### config.mk
export PLATFORM = sky130hd
export DESIGN_NAME = sram_write_buffer
export DESIGN_NICKNAME = d
export VERILOG_FILES = /design/src/rtl/sram_write_buffer.sv
export SDC_FILE = /design/constraint.sdc
export NUM_CORES = 1
export LEC_CHECK = 0
export BUFFER_PORTS_ARGS = -buffer_cell sky130_fd_sc_hd__buf_2
export CORE_MARGIN = 1.5
export CORE_UTILIZATION = 66
export DETAILED_ROUTE_END_ITERATION = 7
export GPL_TIMING_DRIVEN = 0
export PLACE_DENSITY_LB_ADDON = 0.08
export SYNTH_ARGS = -nofsm -noshare
export SYNTH_HDL_FRONTEND = slang
export SYNTH_SLANG_ARGS = --single-unit
### constraint.sdc
create_clock -name clk -period 9.35 [get_ports clk]
set_clock_uncertainty 0.2 [all_clocks]
set_input_delay 1.87 -clock clk [delete_from_list [all_inputs] [get_ports clk]]
set_output_delay 1.87 -clock clk [all_outputs]
set_load 0.05 [all_outputs]
### src/rtl/sram_write_buffer.sv
// Store buffer between the cache controller and the SRAM controller: queues stores, drains them
// in the background, forwards loads from the youngest matching entry and reads SRAM on a miss.
module sram_write_buffer #(
  parameter int DEPTH = 4,
  parameter int PTR_W = 2
) (
  input  logic        clk,
  input  logic        rst,
  input  logic        wr_req,
  input  logic        rd_req,
  input  logic [31:0] addr,
  input  logic [31:0] wdata,
  output logic        ready,
  output logic [31:0] rdata,
  output logic        sram_write_en,
  output logic        sram_read_en,
  output logic [31:0] sram_addr,
  output logic [31:0] sram_wdata,
  input  logic [31:0] sram_read_data,
  input  logic        sram_ready
);

  typedef enum logic [1:0] {IDLE, DRAIN, READ} state_t;

  state_t             state_q, state_d;
  logic [31:0]        ent_addr_q [DEPTH];
  logic [31:0]        ent_data_q [DEPTH];
  logic [PTR_W-1:0]   head_q, tail_q;
  logic [PTR_W:0]     count_q, count_d;
  logic               wen_q, wen_d;
  logic               ren_q, ren_d;
  logic [31:0]        saddr_q, saddr_d;
  logic [31:0]        swdata_q, swdata_d;
  logic [31:0]        rdata_q;

  logic               full;
  logic               push;
  logic               pop;
  logic               read_done;
  logic               hit;
  logic [31:0]        hit_data;
  logic [PTR_W-1:0]   idx;

  assign full      = (count_q == (PTR_W+1)'(DEPTH));
  assign push      = wr_req & ~full;
  assign pop       = (state_q == DRAIN) & sram_ready;
  assign read_done = (state_q == READ) & sram_ready;

  // Walk from head to tail so a later (younger) match overrides an older one.
  always_comb begin
    hit      = 1'b0;
    hit_data = 32'h0;
    idx      = head_q;
    for (int i = 0; i < DEPTH; i++) begin
      idx = head_q + PTR_W'(i);
      if (((PTR_W+1)'(i) < count_q) && (ent_addr_q[idx] == addr)) begin
        hit      = 1'b1;
        hit_data = ent_data_q[idx];
      end
    end
  end

  always_comb begin
    ready = 1'b1;
    if (wr_req) begin
      ready = ~full;
    end else if (rd_req) begin
      ready = hit | read_done;
    end
  end

  always_comb begin
    rdata = rdata_q;
    if (rd_req && hit) begin
      rdata = hit_data;
    end else if (read_done) begin
      rdata = sram_read_data;
    end
  end

  always_comb begin
    count_d = count_q;
    if (push && !pop) begin
      count_d = count_q + (PTR_W+1)'(1);
    end else if (pop && !push) begin
      count_d = count_q - (PTR_W+1)'(1);
    end
  end

  always_comb begin
    state_d  = state_q;
    wen_d    = wen_q;
    ren_d    = ren_q;
    saddr_d  = saddr_q;
    swdata_d = swdata_q;
    unique case (state_q)
      IDLE: begin
        if (count_q != '0) begin
          state_d  = DRAIN;
          wen_d    = 1'b1;
          saddr_d  = ent_addr_q[head_q];
          swdata_d = ent_data_q[head_q];
        end else if (push) begin
          // Empty buffer: the store being accepted now becomes the head, start it right away.
          state_d  = DRAIN;
          wen_d    = 1'b1;
          saddr_d  = addr;
          swdata_d = wdata;
        end else if (rd_req && !hit) begin
          state_d = READ;
          ren_d   = 1'b1;
          saddr_d = addr;
        end
      end
      DRAIN: begin
        if (sram_ready) begin
          state_d = IDLE;
          wen_d   = 1'b0;
        end
      end
      READ: begin
        if (sram_ready) begin
          state_d = IDLE;
          ren_d   = 1'b0;
        end
      end
      default: begin
        state_d = IDLE;
        wen_d   = 1'b0;
        ren_d   = 1'b0;
      end
    endcase
  end

  always_ff @(posedge clk) begin
    if (rst) begin
      state_q  <= IDLE;
      head_q   <= '0;
      tail_q   <= '0;
      count_q  <= '0;
      wen_q    <= 1'b0;
      ren_q    <= 1'b0;
      saddr_q  <= 32'h0;
      swdata_q <= 32'h0;
      rdata_q  <= 32'h0;
      for (int i = 0; i < DEPTH; i++) begin
        ent_addr_q[i] <= 32'h0;
        ent_data_q[i] <= 32'h0;
      end
    end else begin
      state_q  <= state_d;
      count_q  <= count_d;
      wen_q    <= wen_d;
      ren_q    <= ren_d;
      saddr_q  <= saddr_d;
      swdata_q <= swdata_d;
      if (push) begin
        ent_addr_q[tail_q] <= addr;
        ent_data_q[tail_q] <= wdata;
        tail_q             <= tail_q + PTR_W'(1);
      end
      if (pop) begin
        head_q <= head_q + PTR_W'(1);
      end
      if (read_done) begin
        rdata_q <= sram_read_data;
      end
    end
  end

  assign sram_write_en = wen_q;
  assign sram_read_en  = ren_q;
  assign sram_addr     = saddr_q;
  assign sram_wdata    = swdata_q;

endmodule

==> reports/qor.csv, run 1 <==
metric,value,unit
Initial Util,0.668,
sequential-to-total area share from yosys stat,0.417,
run status,"finished, violations left",
pin count of the biggest net entering global routing,45,
number of global-route vias before repair,19400,
setup ws final,1100,ps
drt wl/cell,29.1,um
Vias,20600,
failing checks,"capacitance limit, slew limit",
clk slew on worst S/H paths,50,ps
PostCTS Resize Cnt,0,
async set or reset register ratio after synthesis,0,
vias per inst,7.06,
worst-skew pair later-pin latency,580,ps
CTS root buffer,clkbuf_16,
Tightest Pin Transition,1580,ps
most numerous cell in the Yosys netlist,mux2i_1,
I/O pins,200,
Setup crit start kind,primary input,
dpl cells,2836,
cts hold-fix bufs,0,
reg2reg setup slack,4470,ps
PD cells,276,nW/um^2
synth warn,0,
worst hold-check path type,reg2reg,
max-slew violation count,11,
Power Total,7.36,mW
RePlAce Congestion,1.03,
Die Y,192,um
port bufs,170,
drt initial violations,3151,
core area,35400,sq um
Worst R2R Start,head_q[0],
r2r endpoint,sram_addr[4],
number of synthesized flops with an enable pin,256,
syn_nets,2307,
Non-Filler Instances,2913,
Slew HR,-0.0564,
synthesized area per cell,10.8,sq um
Final Hold Fails,0,
top post-synthesis cells by area,"edfxtp_1 (32%), mux2i_1 (13%), mux4_2 (11%)",
maximum clock path buffer count,3,
MaxCap Viol Count,1,
layout cells sized above 1,0.216,
Seq cells post-synth,365,
Yosys top cell by area,edfxtp_1,
Max Freq,121,MHz
htree depth,2,
Final min period,8250,ps
area post-placement,25300,sq um
crit end category,primary output,
drt first pass iters,7,
hpwl dp,59.6,mm
Setup TNS,0,ps
"Setup violations, final",0,
remaining global-route overflow,0,
Worst EP arrival,6180,ps
first-pass GRT wire length,122,mm
Setup CP Type,in2out,
R2R depth,12,
setup bufs post-CTS,0,
pre-CTS WS,1500,ps
hold-critical path endpoint,rdata_q[4],
Num Clock Sinks,365,
top_reg_cell synth,edfxtp_1,
final WL,84.9,mm
Synth Instances,2198,
fin crit share,0.882,
Netlist cell types,59,
Nets,2527,
Static Leak,10.3,nW
post-synth top area share,0.325,
synthesis-to-layout area growth,12.5,%
min-delay src,rdata_q[4],
Max VDD drop,0.366,mV
Crit path required time,7280,ps
# DRC,0,
row count,69,
most frequent cells after synthesis,"mux2i_1 (312), nor2_1 (283), edfxtp_1 (256), nand2_1 (179), a211oi_1 (132)",
clock buffer count from CTS,41,
final instance area,26600,sq um
worst-path maximum fanout,10,
GR Util All Layers,0.459,
filler cell count,2440,
Final ANT Viol Nets,0,
RSZ-0062 raised after global routing,no,
initial antenna violation count,3,
Die ar.,37000,sq um
Die X,192,um
Mapped Area,23700,sq um
Worst Hold Depth,2,
CTS tree,built,
metrics by stage:
step,util,hold slack [ps]
floorplan,-,252
global placement,0.709,265
detailed placement,0.714,275
CTS,0.752,290
global route,0.752,311
finish,0.752,285
critical path, stage by stage:
cell and delay, ps:
buf_2 110, clkbuf_1 460, inv_1 280, a221oi_1 440
o21ai_0 240, nor4_2 760, nand2_1 410, buf_2 360
mux2i_1 200, a211oi_1 90, o31ai_1 570, buf_2 380
power breakdown:
group	switching (mW)	leakage, nW	total (mW)	internal [mW]
registers	0.213	3.56	2.27	2.06
logic	2.35	6.05	3.44	1.09
clock network	0.707	0.666	1.65	0.940
total	3.27	10.3	7.36	4.09
kinds of logic (layout without fill, tap and decap cells):
logic type               after synthesis  count (layout)  synth area share
other                                  0               2                 0
buffers and inverters                283             535            0.0542
AND/OR/NAND/NOR                      627             627             0.117
multiplexers                         461             461             0.257
flip-flops                           365             365             0.417
AO/OA/AOI/OAI                        326             326             0.103
adder cells (fa/ha/maj)                8               8           0.00423
XOR/XNOR                             128             128            0.0474
cells in the final DEF (no fill, tap or decap), types with 4 or more instances in the layout:
cell type  count
nand2_1      179
clkbuf_1     126
o31ai_1       33
clkinv_2       9
buf_1         20
xnor2_1      101
a211oi_1     132
nor2_1       283
mux4_2       114
o2111ai_1      4
mux2i_1      312
a211oi_2      30
clkbuf_16     43
xor2_1        27
nor2b_1        4
and2_1        69
ha_1           8
mux2_2        35
dfxtp_1      109
nand2b_1       5
nand3_1        9
a21oi_1       81
nor4_1         5
o21ai_0       14
or2_2         32
buf_4         12
inv_1         79
nor3_1         8
edfxtp_1     256
clkbuf_8       5
nand4_1       21
buf_2        209
buf_12         5
buf_6         13
registers in the layout, summed over array words and instances, names as in the netlist, 3 cells and up, named ones only:
name        count
count_q         3
ent_addr_q    128
ent_data_q    128
rdata_q        32
sram_addr      32
sram_wdata     32
worst max path at each step:
stage / endpoint / startpoint / slack [ps]
6_report: rdata[30] / addr[3] / 1100
5_1_grt: rdata[30] / addr[27] / 1090
4_1_cts: rdata[30] / addr[3] / 1490
3_5_place_dp: rdata[30] / addr[3] / 1500
3_3_place_gp: ent_addr_q[2][9] / wr_req / 550
2_1_floorplan: rdata[10] / addr[2] / 2220
routing by layer:
layer,track usage,part of all wire
met1,0.647,0.37
met2,0.661,0.42
met3,0.153,0.17
met4,0.165,0.042
met5,0,0.00013
area by class of cell:
class / count / area [sq um] / share of cell area
clock inverter: 19 / 159 / 0.00597
timing repair buffer: 177 / 1010 / 0.0381
buffer: 204 / 985 / 0.0370
multi-input combinational: 1550 / 12500 / 0.471
tap: 461 / 577 / 0.0217
clock buffer: 56 / 1170 / 0.0441
sequential: 365 / 9870 / 0.371
antenna: 2 / 5.00 / 0.000188
inverter: 79 / 297 / 0.0111
(Power assumes the default switching activity.)
==> run 2: changes to the inputs <==
Settings changed: REMOVE_ABC_BUFFERS from default to 1.
==> run 2 against run 1 <==
Compared with the run above: the run now ends clean; clock-buffer cell count down 4; worst hold slack worse by 3.7 ps; utilization up 0.51 points; fmax up 4.4%; cell area up 0.68%; worst setup slack better by 350 ps; via count down 11%; sequential cell count unchanged; critical path type is now reg2out; critical endpoint is now rdata[27].
==> reports/qor.csv, run 2 (same netlist as run 1, synthesis figures left out) <==
metric,value,unit,change
I/O pins,200,,unchanged
MaxCap Viol Count,0,,was 1
worst-skew pair later-pin latency,570,ps,was 580 ps
remaining global-route overflow,0,,unchanged
area post-placement,25300,sq um,about the same
Max Freq,127,MHz,was 121 MHz
Crit path required time,7280,ps,about the same
row count,69,,unchanged
Fin Hold WS,281,ps,was 285 ps
core area,35400,sq um,unchanged
drt first pass iters,5,,was 7
Vias,18200,,"was 20,600"
PD cells,269,nW/um^2,was 276 nW/um^2
Slew HR,0.241,,was -0.0564
first-pass GRT wire length,101,mm,was 122 mm
fin crit share,0.845,,was 0.882
biggest regs,"ent_addr_q: 128 flops, ent_data_q: 128 flops",,unchanged
PostCTS Resize Cnt,0,,unchanged
CP Cell Sequence,buf_16 -> buf_16 -> mux2i_1 -> nor2_1 -> a2111oi_0 -> o221a_2 -> nand4_1 -> buf_8 -> buf_8 -> a211oi_1 -> a211oi_1 -> o31ai_1 -> buf_2,,was buf_2 -> clkbuf_1 -> inv_1 -> a221oi_1 -> o21ai_0 -> nor4_2 -> nand2_1 -> buf_2 -> mux2i_1 -> a211oi_1 -> o31ai_1 -> buf_2
final WL,66.0,mm,was 84.9 mm
cts hold-fix bufs,0,,unchanged
Setup CP Type,reg2out,,was in2out
pin count of the biggest net entering global routing,92,,was 45
Slowest cell on crit path,dfxtp_4,,was nor4_2
final instance area,26800,sq um,"was 26,600 sq um"
Final ANT Viol Nets,0,,unchanged
run status,finished clean,,"was finished, violations left"
# DRC,0,,unchanged
clock buffer count from CTS,41,,unchanged
hpwl dp,43.1,mm,was 59.6 mm
pre-CTS WS,1830,ps,was 1500 ps
drt wl/cell,23.7,um,was 29.1 um
clk slew on worst S/H paths,60,ps,was 50 ps
RSZ-0062 raised after global routing,no,,unchanged
"Setup violations, final",0,,unchanged
port bufs,199,,was 170
Final Hold Fails,0,,unchanged
Nets,2391,,"was 2,527"
CTS root buffer,clkbuf_16,,unchanged
Crit path largest cell delay,780,ps,was 760 ps
crit end category,primary output,,unchanged
worst-path maximum fanout,59,,was 10
Num Clock Sinks,365,,unchanged
"commonest non-fill, non-tap cell in the layout",mux2i_1,,unchanged
most frequent cells in the layout,"mux2i_1 (312), nor2_1 (282), edfxtp_1 (256)",,"was mux2i_1 (312), nor2_1 (283), edfxtp_1 (256)"
Static Leak,10.3,nW,about the same
Setup crit start kind,flip-flop,,was primary input
layout cells sized above 1,0.238,,was 0.216
synthesis-to-layout area growth,13.3,%,was 12.5%
vias per inst,6.55,,was 7.06
Max VDD drop,0.226,mV,was 0.366 mV
Worst EP arrival,5830,ps,was 6180 ps
utilization after layout,0.757,,was 0.752
setup ws final,1450,ps,was 1100 ps
CTS tree,built,,unchanged
maximum clock path buffer count,3,,unchanged
max-slew violation count,0,,was 11
number of global-route vias before repair,18300,,"was 19,400"
Final min period,7900,ps,was 8250 ps
setup bufs post-CTS,0,,unchanged
Die ar.,37000,sq um,unchanged
initial antenna violation count,6,,was 3
Initial Util,0.668,,unchanged
GR Util All Layers,0.361,,was 0.459
Die Y,192,um,unchanged
drt initial violations,1617,,"was 3,151"
dpl cells,2700,,"was 2,836"
Non-Filler Instances,2783,,"was 2,913"
worst hold-check path type,reg2reg,,unchanged
htree depth,2,,unchanged
RePlAce Congestion,0.912,,was 1.03
Die X,192,um,unchanged
Tightest Pin Transition,1130,ps,was 1580 ps
[run 2: critical path, delay by kind of cell, from the launching register on]
kind | cells | cell delay (ps)
and+or+nand+nor | 2 | 650
muxes | 1 | 500
DFF | 1 | 780
buffers and inverters | 5 | 1630
AOI/OAI and AO/OA | 5 | 1610
[run 2: final cells by class]
class	instances	area (sq um)
clock inverter	24	364
fill	2417	8600
inverter	79	297
multi-input combinational	1550	12600
antenna	7	17.5
timing repair buffer	245	1920
clock buffer	52	1130
sequential	365	9880
tap	461	577
[run 2: metal layers]
layer / part of all wire / GRT usage / wire (um)
met5: 0.00020 / 0 / 13
met4: 0.044 / 0.182 / 2930
met3: 0.087 / 0.0527 / 5770
met2: 0.50 / 0.628 / 33300
met1: 0.36 / 0.438 / 24000
[run 2: per-stage QoR]
step	TNS [ps]	power (mW)
floorplan	-248590	4.64
global route	0	7.48
global placement	-1378330	5.49
detailed placement	0	5.39
CTS	0	7.19
finish	0	7.20
[run 2: path summary, 6_finish.rpt]
check,from,end,slack [ps],cells after the start
max,head_q[1],rdata[27],1450,13
min reg2reg,rdata_q[15],rdata_q[15],280,2
max reg2reg,head_q[1],sram_addr[25],4230,10
min,rdata_q[15],rdata_q[15],280,2
[run 2: power breakdown]
| part | internal, mW | switching (mW) | leakage, nW |
|---|---|---|---|
| registers | 2.06 | 0.242 | 3.56 |
| clock network | 1.11 | 0.682 | 0.723 |
| logic | 1.12 | 1.98 | 6.05 |
| total | 4.29 | 2.91 | 10.3 |
